===== config.mk =====
export PLATFORM = sky130hd
export DESIGN_NAME = ccc_upload
export DESIGN_NICKNAME = d
export VERILOG_FILES = /design/src/rtl/ccc_upload_pkg.sv /design/src/rtl/ccc_upload_lat_pipe.sv /design/src/rtl/ccc_upload.sv
export SDC_FILE = /design/constraint.sdc
export NUM_CORES = 1
export LEC_CHECK = 0
export ABC_AREA = 1
export ABC_CLOCK_PERIOD_IN_PS = 2560
export BUFFER_PORTS_ARGS = -buffer_cell sky130_fd_sc_hd__buf_2
export CORE_MARGIN = 2
export CORE_UTILIZATION = 43
export CTS_CLUSTER_DIAMETER = 60
export CTS_CLUSTER_SIZE = 8
export DETAILED_ROUTE_END_ITERATION = 10
export PLACE_DENSITY = 0.69
export SYNTH_ARGS = -nofsm -noshare
export SYNTH_HDL_FRONTEND = slang
export SYNTH_SLANG_ARGS = --single-unit

===== constraint.sdc =====
create_clock -name clk_sys -period 2.56 [get_ports clk_sys]
set_input_delay 0.256 -clock clk_sys [delete_from_list [all_inputs] [get_ports clk_sys]]
set_output_delay 0.256 -clock clk_sys [all_outputs]
set_load 0.03 [all_outputs]

===== src/rtl/ccc_upload_pkg.sv =====
// Shared types and constants for the HPS upload byte server.
// FSM states, the byte returned for out-of-range reads, and the memory-latency limits.
package ccc_upload_pkg;

  typedef enum logic [1:0] {
    ST_IDLE  = 2'd0,
    ST_FETCH = 2'd1,
    ST_WAITQ = 2'd2
  } state_e;

  localparam logic [7:0] FILL_BYTE   = 8'hFF;
  localparam int         MEM_LAT_MIN = 1;
  localparam int         MEM_LAT_MAX = 7;
  localparam int         LAT_W       = 3;

  // Countdown start value: the latency is clamped into its legal range, then reduced by one
  // so the counter reaches zero in the last cycle of WAITQ.
  function automatic logic [LAT_W-1:0] lat_load(input int lat);
    int l;
    l = (lat < MEM_LAT_MIN) ? MEM_LAT_MIN : ((lat > MEM_LAT_MAX) ? MEM_LAT_MAX : lat);
    return LAT_W'(l - 1);
  endfunction

endpackage


===== src/rtl/ccc_upload_lat_pipe.sv =====
// Down-counter that measures the memory read latency after a fetch.
// It loads on load_i. done_o is high in the last WAITQ cycle, when the counter reaches terminal count.
module upload_lat_pipe
  import ccc_upload_pkg::*;
#(
  parameter int MEM_LAT = 2
) (
  input  logic clk_sys,
  input  logic reset,
  input  logic load_i,
  input  logic count_i,
  output logic done_o
);

  logic [LAT_W-1:0] cnt_q;

  always_ff @(posedge clk_sys or posedge reset) begin
    if (reset) begin
      cnt_q <= '0;
    end else if (load_i) begin
      cnt_q <= lat_load(MEM_LAT);
    end else if (count_i && (cnt_q != '0)) begin
      cnt_q <= cnt_q - LAT_W'(1);
    end
  end

  assign done_o = count_i && (cnt_q == '0);

endmodule


===== src/rtl/ccc_upload.sv =====
// Serves HPS upload byte requests from cartridge/RAM. Reads outside the image return a fill byte.
// Defining CCC_UPLOAD_CHECKSUM_EN adds a running mod-256 checksum of the delivered bytes.
//   state    | meaning
//   ST_IDLE  | waiting for ioctl_rd
//   ST_FETCH | mem_rd pulse issued
//   ST_WAITQ | counting down memory latency
module ccc_upload
  import ccc_upload_pkg::*;
#(
  parameter int ADDR_W  = 16,
  parameter int MEM_LAT = 2
) (
  input  logic              clk_sys,
  input  logic              reset,
  input  logic              ioctl_upload,
  input  logic              ioctl_rd,
  input  logic [ADDR_W-1:0] ioctl_addr,
  output logic [7:0]        ioctl_din,
  output logic              ioctl_wait,
  input  logic [ADDR_W:0]   image_len,
  output logic              mem_rd,
  output logic [ADDR_W-1:0] mem_addr,
  input  logic [7:0]        mem_q,
  output logic [ADDR_W:0]   bytes_sent,
  output logic              proto_err
`ifdef CCC_UPLOAD_CHECKSUM_EN
  ,
  output logic [7:0]        checksum
`endif
);

  state_e            state_q;
  logic [7:0]        din_q;
  logic              mem_rd_q;
  logic [ADDR_W-1:0] mem_addr_q;
  logic [ADDR_W:0]   bytes_q, bytes_d;
  logic              perr_q;
  logic              upload_q;

  logic in_range, rd_idle, start, fill, upload_rise, lat_done, deliver;

  assign in_range    = {1'b0, ioctl_addr} < image_len;
  assign rd_idle     = ioctl_rd && ioctl_upload && (state_q == ST_IDLE);
  assign start       = rd_idle && in_range;
  assign fill        = rd_idle && !in_range;
  assign upload_rise = ioctl_upload && !upload_q;
  assign deliver     = (state_q == ST_WAITQ) && ioctl_upload && lat_done;
  assign bytes_d     = (&bytes_q) ? bytes_q : bytes_q + (ADDR_W+1)'(1);

  upload_lat_pipe #(.MEM_LAT(MEM_LAT)) u_lat (
    .clk_sys (clk_sys),
    .reset   (reset),
    .load_i  (state_q == ST_FETCH),
    .count_i (state_q == ST_WAITQ),
    .done_o  (lat_done)
  );

  always_ff @(posedge clk_sys or posedge reset) begin
    if (reset) begin
      state_q    <= ST_IDLE;
      din_q      <= '0;
      mem_rd_q   <= 1'b0;
      mem_addr_q <= '0;
      bytes_q    <= '0;
      perr_q     <= 1'b0;
      upload_q   <= 1'b0;
    end else begin
      upload_q <= ioctl_upload;
      mem_rd_q <= 1'b0;
      case (state_q)
        ST_IDLE: begin
          if (start) begin
            state_q    <= ST_FETCH;
            mem_rd_q   <= 1'b1;
            mem_addr_q <= ioctl_addr;
          end else if (fill) begin
            din_q <= FILL_BYTE;
          end
        end
        ST_FETCH: state_q <= ioctl_upload ? ST_WAITQ : ST_IDLE;
        ST_WAITQ: begin
          // If the upload session is dropped, the fetch is abandoned and its data is never used.
          if (!ioctl_upload) begin
            state_q <= ST_IDLE;
          end else if (lat_done) begin
            state_q <= ST_IDLE;
            din_q   <= mem_q;
          end
        end
        default: state_q <= ST_IDLE;
      endcase
      if (upload_rise) begin
        bytes_q <= '0;
        perr_q  <= 1'b0;
      end else begin
        if (deliver) bytes_q <= bytes_d;
        if (ioctl_rd && (state_q != ST_IDLE)) perr_q <= 1'b1;
      end
    end
  end

`ifdef CCC_UPLOAD_CHECKSUM_EN
  logic [7:0] cks_q;

  always_ff @(posedge clk_sys or posedge reset) begin
    if (reset) begin
      cks_q <= '0;
    end else if (upload_rise) begin
      cks_q <= '0;
    end else if (deliver) begin
      cks_q <= cks_q + mem_q;
    end
  end

  assign checksum = cks_q;
`endif

  assign ioctl_wait = !reset && (start || (state_q != ST_IDLE));
  assign ioctl_din  = din_q;
  assign mem_rd     = mem_rd_q;
  assign mem_addr   = mem_addr_q;
  assign bytes_sent = bytes_q;
  assign proto_err  = perr_q;

endmodule

==> results.json <==
{
  "clockBufferDepth": 2,
  "peakVddDrop_mv": 0.332,
  "grt-ovfl-total": 0,
  "required_ns": 2.80,
  "synth.area.top_cells": "dfrtp_1 (44%), nand2_1 (17%), ha_1 (8.6%)",
  "yosys-mux-area-fraction": 0,
  "grtUsageTotal": 0.186,
  "synth_adder_area_share": 0.0860,
  "hp-class": "in -> reg",
  "crit_path_start_kind": "register",
  "p_switching_mw": 0.901,
  "viasPerCell": 4.96,
  "fin_crit_ns": 2.29,
  "timing.fmax_ghz": 0.437,
  "hold_violations": 0,
  "fp.dieW_um": 84.2,
  "critPathSlowestCell": "dfrtp_1",
  "drcViolationCount": 0,
  "sequentialPowerShare": 0.428,
  "nNetsFinal": 520,
  "critPathKind": "reg -> reg",
  "placementRows": 29,
  "detail-route-antenna-nets": 0,
  "post_cts_buffers": 0,
  "cts.sinks": 49,
  "first_pass_iters": 5,
  "root_buffer": "clkbuf_8",
  "ys_seq_elements": 49,
  "maxCapViolCount": 0,
  "avgSynthCellArea_um2": 7.62,
  "diodes": 0,
  "place_hpwl_um": 4940,
  "wl_um": 6480,
  "p_leak_nw": 1.91,
  "antenna_found_initial": 0,
  "core_area_mm2": 0.00628,
  "path_cells": "nand2_1 -> nor2_1 -> nand4_1 -> nor2_1 -> nand3_1 -> nor3_1 -> ha_1 -> nor2_1 -> nand3_2 -> clkinv_1 -> nand3_1 -> o21ai_0 -> nor2_1",
  "p_sw_frac": 0.381,
  "synth_top_cell_area_share": 0.443,
  "syn2layout_area_growth_pct": 22.5,
  "maxSlewViolCount": 0,
  "setup_slack_ns": 0.273,
  "nFillCells": 628,
  "crit_family": "simple AND/OR/NAND/NOR gates",
  "synth-xor-area-share": 0,
  "synth_cells": 363,
  "power.density_mw_per_mm2": 697,
  "num_vias": 2645,
  "synth_top_family_by_area": "simple AND/OR/NAND/NOR gates",
  "pwr-share-clk": 0.230,
  "ioPinCount": 89,
  "setup_viol": 0,
  "rsz0062_at_grt": "false",
  "power_frac_comb": 0.342,
  "endpoint_kind": "register",
  "seq_area_frac_synth": 0.443,
  "synth_compound_area_frac": 0.0652,
  "ys_warn_count": 0,
  "crit_fanout": 9,
  "post_cts_resized": 0,
  "tightest_slew_ns": 0.474,
  "port_buffers": 88,
  "grt_pass1_vias": 2440,
  "clk_latency_ns": 0.31,
  "internal_power_mw": 1.46,
  "min_path_cells": 1,
  "grt_max_degree": 35,
  "relSlewSlack": 0.684,
  "crit_buf_inv": 1,
  "drive_gt1_frac": 0.248,
  "setup_tns_ns": 0,
  "crit_arrival_ns": 2.53,
  "synth_top_area_cell": "dfrtp_1",
  "dp_slack_ns": 0.360,
  "die_h_um": 84.2,
  "cp.depth": 13,
  "skew_ns": 0.0159,
  "cts.reportedPaths.clkPinSlew_ns": 0.10,
  "syn_area_mm2": 0.00277,
  "synth.distinct_cells": 25,
  "start_util": 0.441,
  "numCtsBuffers": 5,
  "period_share": 0.893,
  "dieArea_mm2": 0.00709,
  "grt_pass1_wl_um": 10800,
  "yosys.area_share.simple": 0.321,
  "drtIter0Drc": 127,
  "place_congestion": 0.816,
  "status": "complete, no violations",
  "post_drt_wl_per_cell_um": 12.1,
  "slowest_delay_ns": 0.44,
  "cts_tree": "built",
  "syn_nets": 427,
  "htree_levels": 2,
  "worst_r2r_path_depth": 13,
  "holdBufCountCts": 1,
  "cp_common_cell": "nor2_1",
  "hold_slack_ns": 0.0851
}
[sequential cells by signal, indices dropped and copies added (netlist names)]
signal	flops
upload_q	1
ioctl_din	8
u_lat.cnt_q	3
mem_rd	1
proto_err	1
mem_addr	16
state_q	2
bytes_sent	17
[synth_stat cells (all sizes together)]
master	count
a21oi	17
o22ai	2
o21a	1
clkbuf	1
a22oi	1
o21ai	11
nand3	25
clkinv	1
dfrtp	49
or2	8
buf	5
nor2	30
nand2	126
inv	48
ha	19
a21o	1
nor3b	1
nor3	8
nand4	9
[path summary, 6_finish.rpt]
path,slack [ns],endpoint,start
worst max-delay path,0.27,bytes_sent[6],bytes_sent[2]
worst min-delay path,0.09,upload_q,ioctl_upload
worst max register to register,0.27,bytes_sent[6],bytes_sent[2]
worst min register to register,0.48,mem_addr[1],mem_addr[1]
max in group asynchronous,1.34,bytes_sent[8],reset
min in group asynchronous,0.46,mem_addr[12],reset
[placed cells by master, fill, tap and decap left out, drive strengths merged]
master	netlist	routed
nand2	126	126
ha	19	19
bufinv	0	1
dfrtp	49	49
a22oi	1	1
inv	48	48
or2	8	8
nand3	25	25
o22ai	2	2
o21a	1	1
a21o	1	1
clkinv	1	2
buf	5	91
nor3	8	8
nand4	9	9
o21ai	11	11
nor3b	1	1
nor2	30	30
a21oi	17	17
dlygate4sd3	0	1
clkbuf	1	5
[power groups by stage]
stage,sequential (mW),clock (mW),combinational (mW)
finish,1.01,0.543,0.808
global placement,1.02,0,0.801
global route,1.03,0.589,0.889
CTS,1.01,0.555,0.816
detailed placement,1.02,0,0.813
floorplan,1.29,0,0.297
[cells by family (layout without fill, tap and decap cells)]
| logic type | after synthesis | after routing |
|---|---|---|
| and+or+nand+nor | 207 | 207 |
| buffers and inverters | 55 | 148 |
| DFF | 49 | 49 |
| AOI/OAI and AO/OA | 33 | 33 |
| adders and majority gates | 19 | 19 |
[metal layers]
metal,global-route usage,up-vias,wire length (um)
met2,0.302,89,3130
li1,-,1337,-
met3,0.0452,10,481
met4,0.0630,0,97
met5,0,-,0
met1,0.245,1209,2770
[area by class of cell]
class	instances	area, um^2	share of cell area
clock buffer	5	68.8	0.0203
clock inverter	2	35.0	0.0103
inverter	49	184	0.0543
multi-input combinational	259	1310	0.385
sequential	49	1230	0.362
tap	77	96.3	0.0284
timing repair buffer	92	473	0.140
[per-stage QoR]
step / total power [mW] / util / std cells / instance area [um^2]
after global placement: 1.82 / 0.522 / 525 / 3270
final: 2.36 / 0.540 / 533 / 3390
after floorplan: 1.58 / - / 363 / 2770
after detailed placement: 1.84 / 0.522 / 525 / 3270
after global routing: 2.51 / 0.540 / 533 / 3390
after CTS: 2.38 / 0.540 / 533 / 3390
Power figures use the tool's default switching activity.
